## config.mk

```make
export PLATFORM = sky130hd
export DESIGN_NAME = pak_dsp_reg_arbiter
export DESIGN_NICKNAME = d
export VERILOG_FILES = /design/src/rtl/pak_dsp_pkg.sv /design/src/rtl/pak_dsp_rr_arb2.sv /design/src/rtl/pak_dsp_reg_arbiter.sv
export SDC_FILE = /design/constraint.sdc
export NUM_CORES = 1
export LEC_CHECK = 0
export CAP_MARGIN = 20
export CORE_MARGIN = 2
export CORE_UTILIZATION = 39
export CTS_CLUSTER_SIZE = 24
export DETAILED_ROUTE_END_ITERATION = 16
export MAX_ROUTING_LAYER = met4
export PLACE_DENSITY = 0.81
export REMOVE_ABC_BUFFERS = 1
export SETUP_SLACK_MARGIN = 0.1
export SLEW_MARGIN = 20
export SYNTH_ARGS = -nofsm -noshare
export SYNTH_HDL_FRONTEND = slang
export SYNTH_SLANG_ARGS = --single-unit
```

## constraint.sdc

```tcl
create_clock -name wb_clk_i -period 2.02 [get_ports wb_clk_i]
set_input_delay 0.202 -clock wb_clk_i [delete_from_list [all_inputs] [get_ports wb_clk_i]]
set_output_delay 0.202 -clock wb_clk_i [all_outputs]
set_load 0.02 [all_outputs]
```

## src/rtl/pak_dsp_pkg.sv

```systemverilog
// pak_dsp_pkg: shared state encoding, widths and grant ids for the pak_dsp register arbiter
package pak_dsp_pkg;
   localparam int DSP_AW = 6;
   localparam int DATA_W = 14;
   localparam logic [31:0] TIMEOUT_PATTERN = 32'hBAD0_0000;
   localparam logic GNT_WB = 1'b0;
   localparam logic GNT_LA = 1'b1;
   typedef enum logic [1:0] {ST_IDLE, ST_ISSUE, ST_WAIT, ST_DONE} state_t;
endpackage

```

## src/rtl/pak_dsp_rr_arb2.sv

```systemverilog
// pak_dsp_rr_arb2: two-way round-robin arbiter, pointer moves only when a grant is taken
module pak_dsp_rr_arb2 (
   input  logic       clk,
   input  logic       rst,
   input  logic [1:0] req,
   input  logic       advance,
   output logic       grant
);
   import pak_dsp_pkg::*;
   logic last_q, last_d;
   always_comb begin
      grant  = &req ? ~last_q : req[1];
      last_d = advance ? grant : last_q;
   end
   // reset as if LA was served last so WB wins the first tie
   always_ff @(posedge clk) begin
      if (rst) last_q <= GNT_LA;
      else     last_q <= last_d;
   end
endmodule

```

## src/rtl/pak_dsp_reg_arbiter.sv

```systemverilog
// pak_dsp_reg_arbiter: shares the pak_dsp register port between the WB slave path and the LA debug path
module pak_dsp_reg_arbiter #(
   parameter int DATA_W      = 14,
   parameter int DSP_AW      = 6,
   parameter int TIMEOUT_CYC = 15
) (
   input  logic              wb_clk_i,
   input  logic              wb_rst_i,
   input  logic              wbs_cyc_i,
   input  logic              wbs_stb_i,
   input  logic              wbs_we_i,
   input  logic [31:0]       wbs_adr_i,
   input  logic [31:0]       wbs_dat_i,
   output logic              wbs_ack_o,
   output logic [31:0]       wbs_dat_o,
   input  logic              la_req_i,
   input  logic              la_we_i,
   input  logic [DSP_AW-1:0] la_addr_i,
   input  logic [DATA_W-1:0] la_wdata_i,
   output logic              la_done_o,
   output logic [DATA_W-1:0] la_rdata_o,
   output logic              dsp_req_o,
   output logic              dsp_write_en_o,
   output logic [DSP_AW-1:0] dsp_addr_o,
   output logic [DATA_W-1:0] dsp_wdata_o,
   input  logic [DATA_W-1:0] dsp_rdata_i,
   input  logic              dsp_ack_i,
   output logic              busy_o,
   output logic              err_o
);
   import pak_dsp_pkg::*;
   localparam int CW = $clog2(TIMEOUT_CYC + 1);
   state_t            state_q, state_d;
   logic              la_req_q, la_pend_q, la_pend_d;
   logic              la_we_q, la_we_d;
   logic [DSP_AW-1:0] la_addr_q, la_addr_d;
   logic [DATA_W-1:0] la_wdata_q, la_wdata_d;
   logic              gnt_q, gnt_d;
   logic              we_q, we_d;
   logic [DSP_AW-1:0] addr_q, addr_d;
   logic [DATA_W-1:0] wdata_q, wdata_d;
   logic [CW-1:0]     cnt_q, cnt_d;
   logic              dsp_req_q, dsp_req_d;
   logic              wbs_ack_q, wbs_ack_d;
   logic [31:0]       wbs_dat_q, wbs_dat_d;
   logic              la_done_q, la_done_d;
   logic [DATA_W-1:0] la_rdata_q, la_rdata_d;
   logic              err_q, err_d;
   logic              req0, la_rise, start, grant, tmo, fin;
   logic [DATA_W-1:0] res;
   logic              unused_bits;
   assign unused_bits = ^{wbs_adr_i[31:DSP_AW+2], wbs_adr_i[1:0], wbs_dat_i[31:DATA_W]};
   assign req0    = wbs_cyc_i & wbs_stb_i;
   assign la_rise = la_req_i & ~la_req_q;
   assign start   = (state_q == ST_IDLE) && (req0 || la_pend_q);
   pak_dsp_rr_arb2 u_rr (
      .clk     (wb_clk_i),
      .rst     (wb_rst_i),
      .req     ({la_pend_q, req0}),
      .advance (start),
      .grant   (grant)
   );
   always_comb begin
      state_d    = state_q == ST_IDLE  ? (start ? ST_ISSUE : ST_IDLE) :
                   state_q == ST_ISSUE ? ST_WAIT :
                   state_q == ST_WAIT  ? (fin ? ST_DONE : ST_WAIT) : ST_IDLE;
      cnt_d      = state_q == ST_WAIT ? cnt_q + CW'(1) : '0;
      // an ack on the final wait cycle wins over the timeout
      tmo        = (state_q == ST_WAIT) && !dsp_ack_i && (cnt_d == CW'(TIMEOUT_CYC));
      fin        = ((state_q == ST_WAIT) && dsp_ack_i) || tmo;
      res        = (dsp_ack_i && !we_q) ? dsp_rdata_i : '0;
      la_pend_d  = (start && grant == GNT_LA) ? 1'b0 : (la_pend_q | la_rise);
      la_we_d    = (la_rise && !la_pend_q) ? la_we_i    : la_we_q;
      la_addr_d  = (la_rise && !la_pend_q) ? la_addr_i  : la_addr_q;
      la_wdata_d = (la_rise && !la_pend_q) ? la_wdata_i : la_wdata_q;
      gnt_d      = start ? grant : gnt_q;
      we_d       = start ? (grant == GNT_LA ? la_we_q : wbs_we_i) : we_q;
      addr_d     = start ? (grant == GNT_LA ? la_addr_q : wbs_adr_i[DSP_AW+1:2]) : addr_q;
      wdata_d    = start ? (grant == GNT_LA ? la_wdata_q : wbs_dat_i[DATA_W-1:0]) : wdata_q;
      dsp_req_d  = start || (state_q == ST_ISSUE) || ((state_q == ST_WAIT) && !fin);
      wbs_ack_d  = fin && (gnt_q == GNT_WB);
      wbs_dat_d  = wbs_ack_d ? (tmo ? TIMEOUT_PATTERN : 32'(res)) : '0;
      la_done_d  = fin && (gnt_q == GNT_LA);
      la_rdata_d = la_done_d ? res : la_rdata_q;
      err_d      = err_q | tmo;
   end
   always_ff @(posedge wb_clk_i) begin
      if (wb_rst_i) begin
         state_q    <= ST_IDLE;
         la_req_q   <= 1'b0;
         la_pend_q  <= 1'b0;
         la_we_q    <= 1'b0;
         la_addr_q  <= '0;
         la_wdata_q <= '0;
         gnt_q      <= GNT_WB;
         we_q       <= 1'b0;
         addr_q     <= '0;
         wdata_q    <= '0;
         cnt_q      <= '0;
         dsp_req_q  <= 1'b0;
         wbs_ack_q  <= 1'b0;
         wbs_dat_q  <= '0;
         la_done_q  <= 1'b0;
         la_rdata_q <= '0;
         err_q      <= 1'b0;
      end else begin
         state_q    <= state_d;
         la_req_q   <= la_req_i;
         la_pend_q  <= la_pend_d;
         la_we_q    <= la_we_d;
         la_addr_q  <= la_addr_d;
         la_wdata_q <= la_wdata_d;
         gnt_q      <= gnt_d;
         we_q       <= we_d;
         addr_q     <= addr_d;
         wdata_q    <= wdata_d;
         cnt_q      <= cnt_d;
         dsp_req_q  <= dsp_req_d;
         wbs_ack_q  <= wbs_ack_d;
         wbs_dat_q  <= wbs_dat_d;
         la_done_q  <= la_done_d;
         la_rdata_q <= la_rdata_d;
         err_q      <= err_d;
      end
   end
   assign wbs_ack_o      = wbs_ack_q;
   assign wbs_dat_o      = wbs_dat_q;
   assign la_done_o      = la_done_q;
   assign la_rdata_o     = la_rdata_q;
   assign dsp_req_o      = dsp_req_q;
   assign dsp_write_en_o = we_q;
   assign dsp_addr_o     = addr_q;
   assign dsp_wdata_o    = wdata_q;
   assign busy_o         = state_q != ST_IDLE;
   assign err_o          = err_q;
endmodule

```

==> flow_summary.ini, run 1 <==
[worst_hold_path]
min_path_type = input port to flop

[route]
wl_per_cell_um = 13.44
viasPerCell = 4.854
ant_nets = 0
drc_errors = 0
wl_um = 7834
drt_iter0_drc = 90
via_count = 2830
drtPass1Iterations = 4

[setup_path]
arrival_ns = 2.06
start_kind = flop
critPathMaxStageDelay_ns = 0.54
slowest_stage = a21oi_2
cp_num_buf_inv = 0
path_max_fanout = 14
worstSetupEndpointType = flop
crit_chain = ha_1 > xnor2_2 > o31ai_2 > a21oi_2 > a22o_1
path_delay_family = compound AO/OA/AOI/OAI gates
cp.required_ns = 2.29
critPathKind = flop to flop

[grt]
grt_max_degree = 52
grt_pass1_wl_um = 12140
grt-ovfl-total = 0
grt_pass1_vias = 2653
antenna_found_initial = 1
track_usage_pct = 17.78

[pwr]
p_sw_share_pct = 25.59
power.switching_mw = 0.9691
power_density_mw_per_mm2 = 804.0
power_frac_seq_pct = 48.0
power.share.clock_pct = 34.7
p_leak_nw = 1.830
pwr-share-comb_pct = 17.3
peakVddDrop_uv = 459.2
total_power_mw = 3.787
internal-power_mw = 2.818

[place]
place_inst = 566
numPortBuffers = 123
place_congestion = 0.7348
dp_hpwl_um = 5792

[yosys]
async_flop_share_pct = 0
synth-edff-count = 0
yosys.cell_types.count = 38
seq_area_frac_synth_pct = 52.49
syn_inst = 357
synth_flop_cell = dfxtp_1
syn_area_sq_mm = 0.003242
ys_warn_count = 0
synth_seq_cells = 85
syn_avg_cell_area_sq_um = 9.081

[timing]
worstMarginPinSlew_ns = 0.6663
min_period_ns = 1.789
relSlewSlack_pct = 55.58
fin_setup_tns_ns = 0
fmax_mhz = 558.9
rsz0062_at_grt = false
setup_viol = 0
finClkSkew_ns = 0.005118
final_max_slew_viol_count = 0
finalHoldViolCount = 0
period_share_pct = 88.57

[final_layout]
fin_cells = 583
nets = 582
drive_gt1_share_pct = 7.966
fin_util_pct = 57.90
area_delta_synth_final_pct = 45.27

[floorplan]
dieArea_sq_mm = 0.009057
coreArea_sq_mm = 0.008134
die_h_um = 95.17
io_pins = 178
initial_core_util_pct = 39.86
rows = 33
die_x_um = 95.17

[cts]
htree_levels = 3
clock_sinks = 85
post_cts_buffers = 0
post_cts_resized = 1
cts_tree = done
cts_buffers = 9
clk-insertion-delay-late_ns = 0.33
clk_pin_slew_ns = 0.08
clockBufferDepth = 2
cts_root_buf = clkbuf_8
postCtsHoldBufs = 0

[job]
max-cap-violations = 0

[status]
status = finished clean
## power by group through the flow
stage	clock [mW]	combinational, mW	sequential [mW]
floorplan	0	0.238	1.91
global placement	0	0.649	1.85
detailed placement	0	0.657	1.86
CTS	1.36	0.658	1.82
global route	1.42	0.714	1.83
finish	1.31	0.655	1.82
## layout by cell type (no fill, tap or decap), types with 2 or more instances in the layout
master	count
and2_1	15
nand3b_1	2
clkbuf_8	10
buf_4	11
nor2_1	31
a22o_1	13
nor3_1	2
a21oi_1	43
conb_1	10
inv_1	6
clkdlybuf4s50_1	121
nand3_1	4
a21oi_2	2
nor3b_1	2
a211oi_1	22
dfxtp_1	85
nand2_1	64
ha_1	4
bufinv_16	2
nor2b_1	2
inv_2	2
## flip-flops by register name, indices dropped and copies added (netlist names)
signal          cells
la_pend_q           1
cnt_q               4
la_rdata_o         14
wbs_dat_o          15
dsp_addr_o          6
la_wdata_q         14
dsp_req_o           1
la_we_q             1
dsp_wdata_o        14
la_addr_q           6
u_rr.last_q         1
la_req_q            1
state_q             2
la_done_o           1
err_o               1
wbs_ack_o           1
gnt_q               1
dsp_write_en_o      1
## stage by stage
stage / hold WS (ns) / instance area [sq um] / worst slack, ns
floorplan: 0.2711 / 3024 / 0.5225
global placement: 0.4356 / 4484 / 0.1771
detailed placement: 0.4477 / 4484 / 0.1720
CTS: 0.2943 / 4707 / 0.2333
global route: 0.3056 / 4710 / 0.1297
finish: 0.3166 / 4710 / 0.2309
## tightest hold or removal path: stages
cell and delay (ns):
buf_2 0.13, nand2b_4 0.22, nor2_1 0.06
## final cells by class
class / count / area [sq um]
Antenna cell: 1 / 2.502
Clock buffer: 11 / 141.4
Clock inverter: 5 / 82.58
Fill cell: 718 / 3425
Inverter: 8 / 30.03
Multi-Input combinational cell: 233 / 1292
Sequential cell: 85 / 1702
Tap cell: 105 / 131.4
Timing Repair Buffer: 135 / 1328
## final timing paths
check	start	endpoint	slack, ns	depth (start not counted)
worst min register to register	la_wdata_q[3]	la_wdata_q[3]	0.46	2
worst max-delay path	cnt_q[0]	la_rdata_o[11]	0.23	5
worst min-delay path	wb_rst_i	cnt_q[1]	0.32	3
worst max register to register	cnt_q[0]	la_rdata_o[11]	0.23	5
## logic make-up (layout without fill, tap and decap cells)
| kind of cell | count (synthesis) | count (layout) | share of synthesized area, % |
|---|---|---|---|
| compound gates | 90 | 90 | 18.22 |
| xor+xnor | 2 | 2 | 0.7721 |
| fa+ha+maj | 4 | 4 | 1.544 |
| buf+inv | 48 | 159 | 8.684 |
| flops | 85 | 85 | 52.49 |
| other cells | 1 | 11 | 0.1157 |
| simple gates | 127 | 127 | 18.18 |
## routing by layer
metal	up-vias	global-route usage, %	wire [um]
li1	1411	-	-
met1	1279	20.01	3188
met2	136	30.75	3885
met3	4	4.348	718
met4	0	6.159	41
met5	-	-	0
## Yosys cell counts, types with 2 or more instances
cell type	n	share of area, %
buf_6	2	0.69
nor3_1	2	0.31
and2_1	15	2.9
buf_2	9	1.4
dfxtp_1	85	52
inv_2	2	0.23
a21oi_1	43	6.6
nand2_1	64	7.4
inv_1	6	0.69
nor2b_1	2	0.39
buf_4	20	4.6
a211oi_1	22	5.1
nand3_1	4	0.62
clkbuf_1	9	1.0
ha_1	4	1.5
nor3b_1	2	0.46
a22o_1	13	3.5
nor2_1	31	3.6
nand3b_1	2	0.46
a21oi_2	2	0.54
Power figures use the tool's default switching activity.
==> run 2, diff against run 1 <==
--- a/config.mk
+++ b/config.mk
@@ -7,11 +7,12 @@
 export LEC_CHECK = 0
 export CAP_MARGIN = 20
 export CORE_MARGIN = 2
-export CORE_UTILIZATION = 39
+export CORE_UTILIZATION = 62
 export CTS_CLUSTER_SIZE = 24
 export DETAILED_ROUTE_END_ITERATION = 16
+export DONT_BUFFER_PORTS = 1
 export MAX_ROUTING_LAYER = met4
-export PLACE_DENSITY = 0.81
+export PLACE_DENSITY = 0.78
 export REMOVE_ABC_BUFFERS = 1
 export SETUP_SLACK_MARGIN = 0.1
 export SLEW_MARGIN = 20
==> run 2 against run 1 <==
Compared with the run above:
- total power is 6.6% lower
- maximum frequency is 0.34% higher
- first-iteration DRC count is 67% higher
- largest cell class unchanged
- largest power group unchanged
==> flow_summary.ini, run 2 (synthesis results as in run 1) <==
[timing]
rsz0062_at_grt = false
period_share_pct = 88.27
relSlewSlack_pct = 34.19
min_period_ns = 1.783
fmax_mhz = 560.8
finalHoldViolCount = 0
final_max_slew_viol_count = 0
setup_viol = 0
finClkSkew_ns = 0.007400
fin_setup_tns_ns = 0
worstMarginPinSlew_ns = 0.9869

[final_layout]
final_area_sq_mm = 0.003946
final_common_cell = dfxtp_1
layout_common_cells = dfxtp_1 (84), nand2_1 (64), dlygate4sd3_1 (56), a21oi_1 (43), nor2_1 (31)
area_delta_synth_final_pct = 21.73
largest_register_ffs = 15
nets = 511
drive_gt1_share_pct = 8.621
n_antenna_cell = 0

[grt]
grt_max_degree = 51
grt_pass1_wl_um = 12940
grt-ovfl-total = 0
track_usage_pct = 28.80
antenna_found_initial = 0
grt_pass1_vias = 2629

[pwr]
p_leak_nw = 1.574
peakVddDrop_uv = 645.5
total_power_mw = 3.536
power_density_mw_per_mm2 = 895.9

[status]
status = finished clean

[setup_path]
worst-r2r-setup-slack_ns = 0.24
start_kind = flop
timing.rr.end = la_rdata_o[7]
cp-endpoint = la_rdata_o[7]
r2r-start = cnt_q[0]
worst_r2r_path_depth = 5
critPathKind = flop to flop
path_max_fanout = 14
cp.required_ns = 2.31
arrival_ns = 2.07
worstSetupEndpointType = flop
crit_start = cnt_q[0]

[cts]
cts_buffers = 9
post_cts_buffers = 0
clk_pin_slew_ns = 0.09
clk-insertion-delay-late_ns = 0.34
htree_levels = 3
clockBufferDepth = 2
cts_root_buf = clkbuf_8
cts_tree = done
clock_sinks = 85

[route]
drtPass1Iterations = 4
ant_nets = 0
via_count = 2636
drt_iter0_drc = 150
viasPerCell = 5.538
wl_per_cell_um = 16.82
drc_errors = 0
wl_um = 8008

[floorplan]
coreArea_sq_mm = 0.005075
rows = 26
dieArea_sq_mm = 0.005823
die_x_um = 76.31
initial_core_util_pct = 63.88
io_pins = 178
die_h_um = 76.31

[place]
numPortBuffers = 0
placed_area_sq_mm = 0.003166
dp_hpwl_um = 4563
place_congestion = 0.7645

[worst_hold_path]
min_path_type = input port to flop

[job]
max-cap-violations = 0
-- run 2: cell types whose count changed in the layout (fill, tap and decap cells not counted), moves of 2 or more --
| cell | delta |
|---|---|
| dlygate4sd3_1 | +56 |
| buf_4 | -4 |
| clkdlybuf4s50_1 | -121 |
| clkinv_4 | +2 |
| clkinvlp_4 | +2 |
-- run 2: repair_timing --
action	CTS	global route
resized for setup	0	0
hold endpoints to repair	76	0
hold buffers	57	0
setup endpoints to repair	0	1
-- run 2: stage by stage --
stage / worst slack (ns) / utilization (%) / hold WS, ns / std cells
after CTS: 0.2523 / 77.76 / 0.004066 / 476
final: 0.2370 / 77.76 / 0.01106 / 476
after global routing: 0.1271 / 77.76 / 0.008207 / 476
after floorplan: 0.5225 / - / 0.2711 / 326
after detailed placement: 0.2753 / 62.38 / 0.2778 / 403
after global placement: 0.2979 / 62.38 / 0.2756 / 403
-- run 2: cell type report --
class | instances | area (sq um)
Multi-Input combinational cell | 233 | 1292
Inverter | 8 | 30.03
Sequential cell | 85 | 1703
Timing Repair Buffer | 64 | 633.1
Clock buffer | 9 | 123.9
Tap cell | 70 | 87.58
Clock inverter | 7 | 76.32
Fill cell | 348 | 1129
-- run 2: critical path, stage by stage (launching register included) --
cell,delay (ns)
dfxtp_1,0.35
ha_1,0.23
xnor2_2,0.26
o31ai_2,0.12
a21oi_2,0.51
a22o_1,0.24
-- run 2: worst min path at each step --
stage                               from       endpoint  slack (ns)  cells after the start
after floorplan                 wb_rst_i   la_addr_q[0]        0.27                      1
after global placement          wb_rst_i  la_wdata_q[1]        0.28                      1
after detailed placement        wb_rst_i   la_addr_q[1]        0.28                      1
after CTS                   wbs_adr_i[4]  dsp_addr_o[2]       0.004                      2
after global routing      dsp_rdata_i[2]   wbs_dat_o[2]       0.008                      1
final                     dsp_rdata_i[2]   wbs_dat_o[2]        0.01                      1
-- run 2: layer usage --
layer,up-vias,track usage [%],wire length (um)
met5,-,-,0
met4,0,10.55,112
met3,10,7.583,678
met2,138,49.20,4080
met1,1222,32.54,3137
li1,1266,-,-
-- run 2: where the power goes --
part | leakage, nW | internal (mW) | switching (mW)
clock | 0.0954 | 0.575 | 0.625
sequential | 0.694 | 1.76 | 0.136
combinational | 0.784 | 0.192 | 0.245
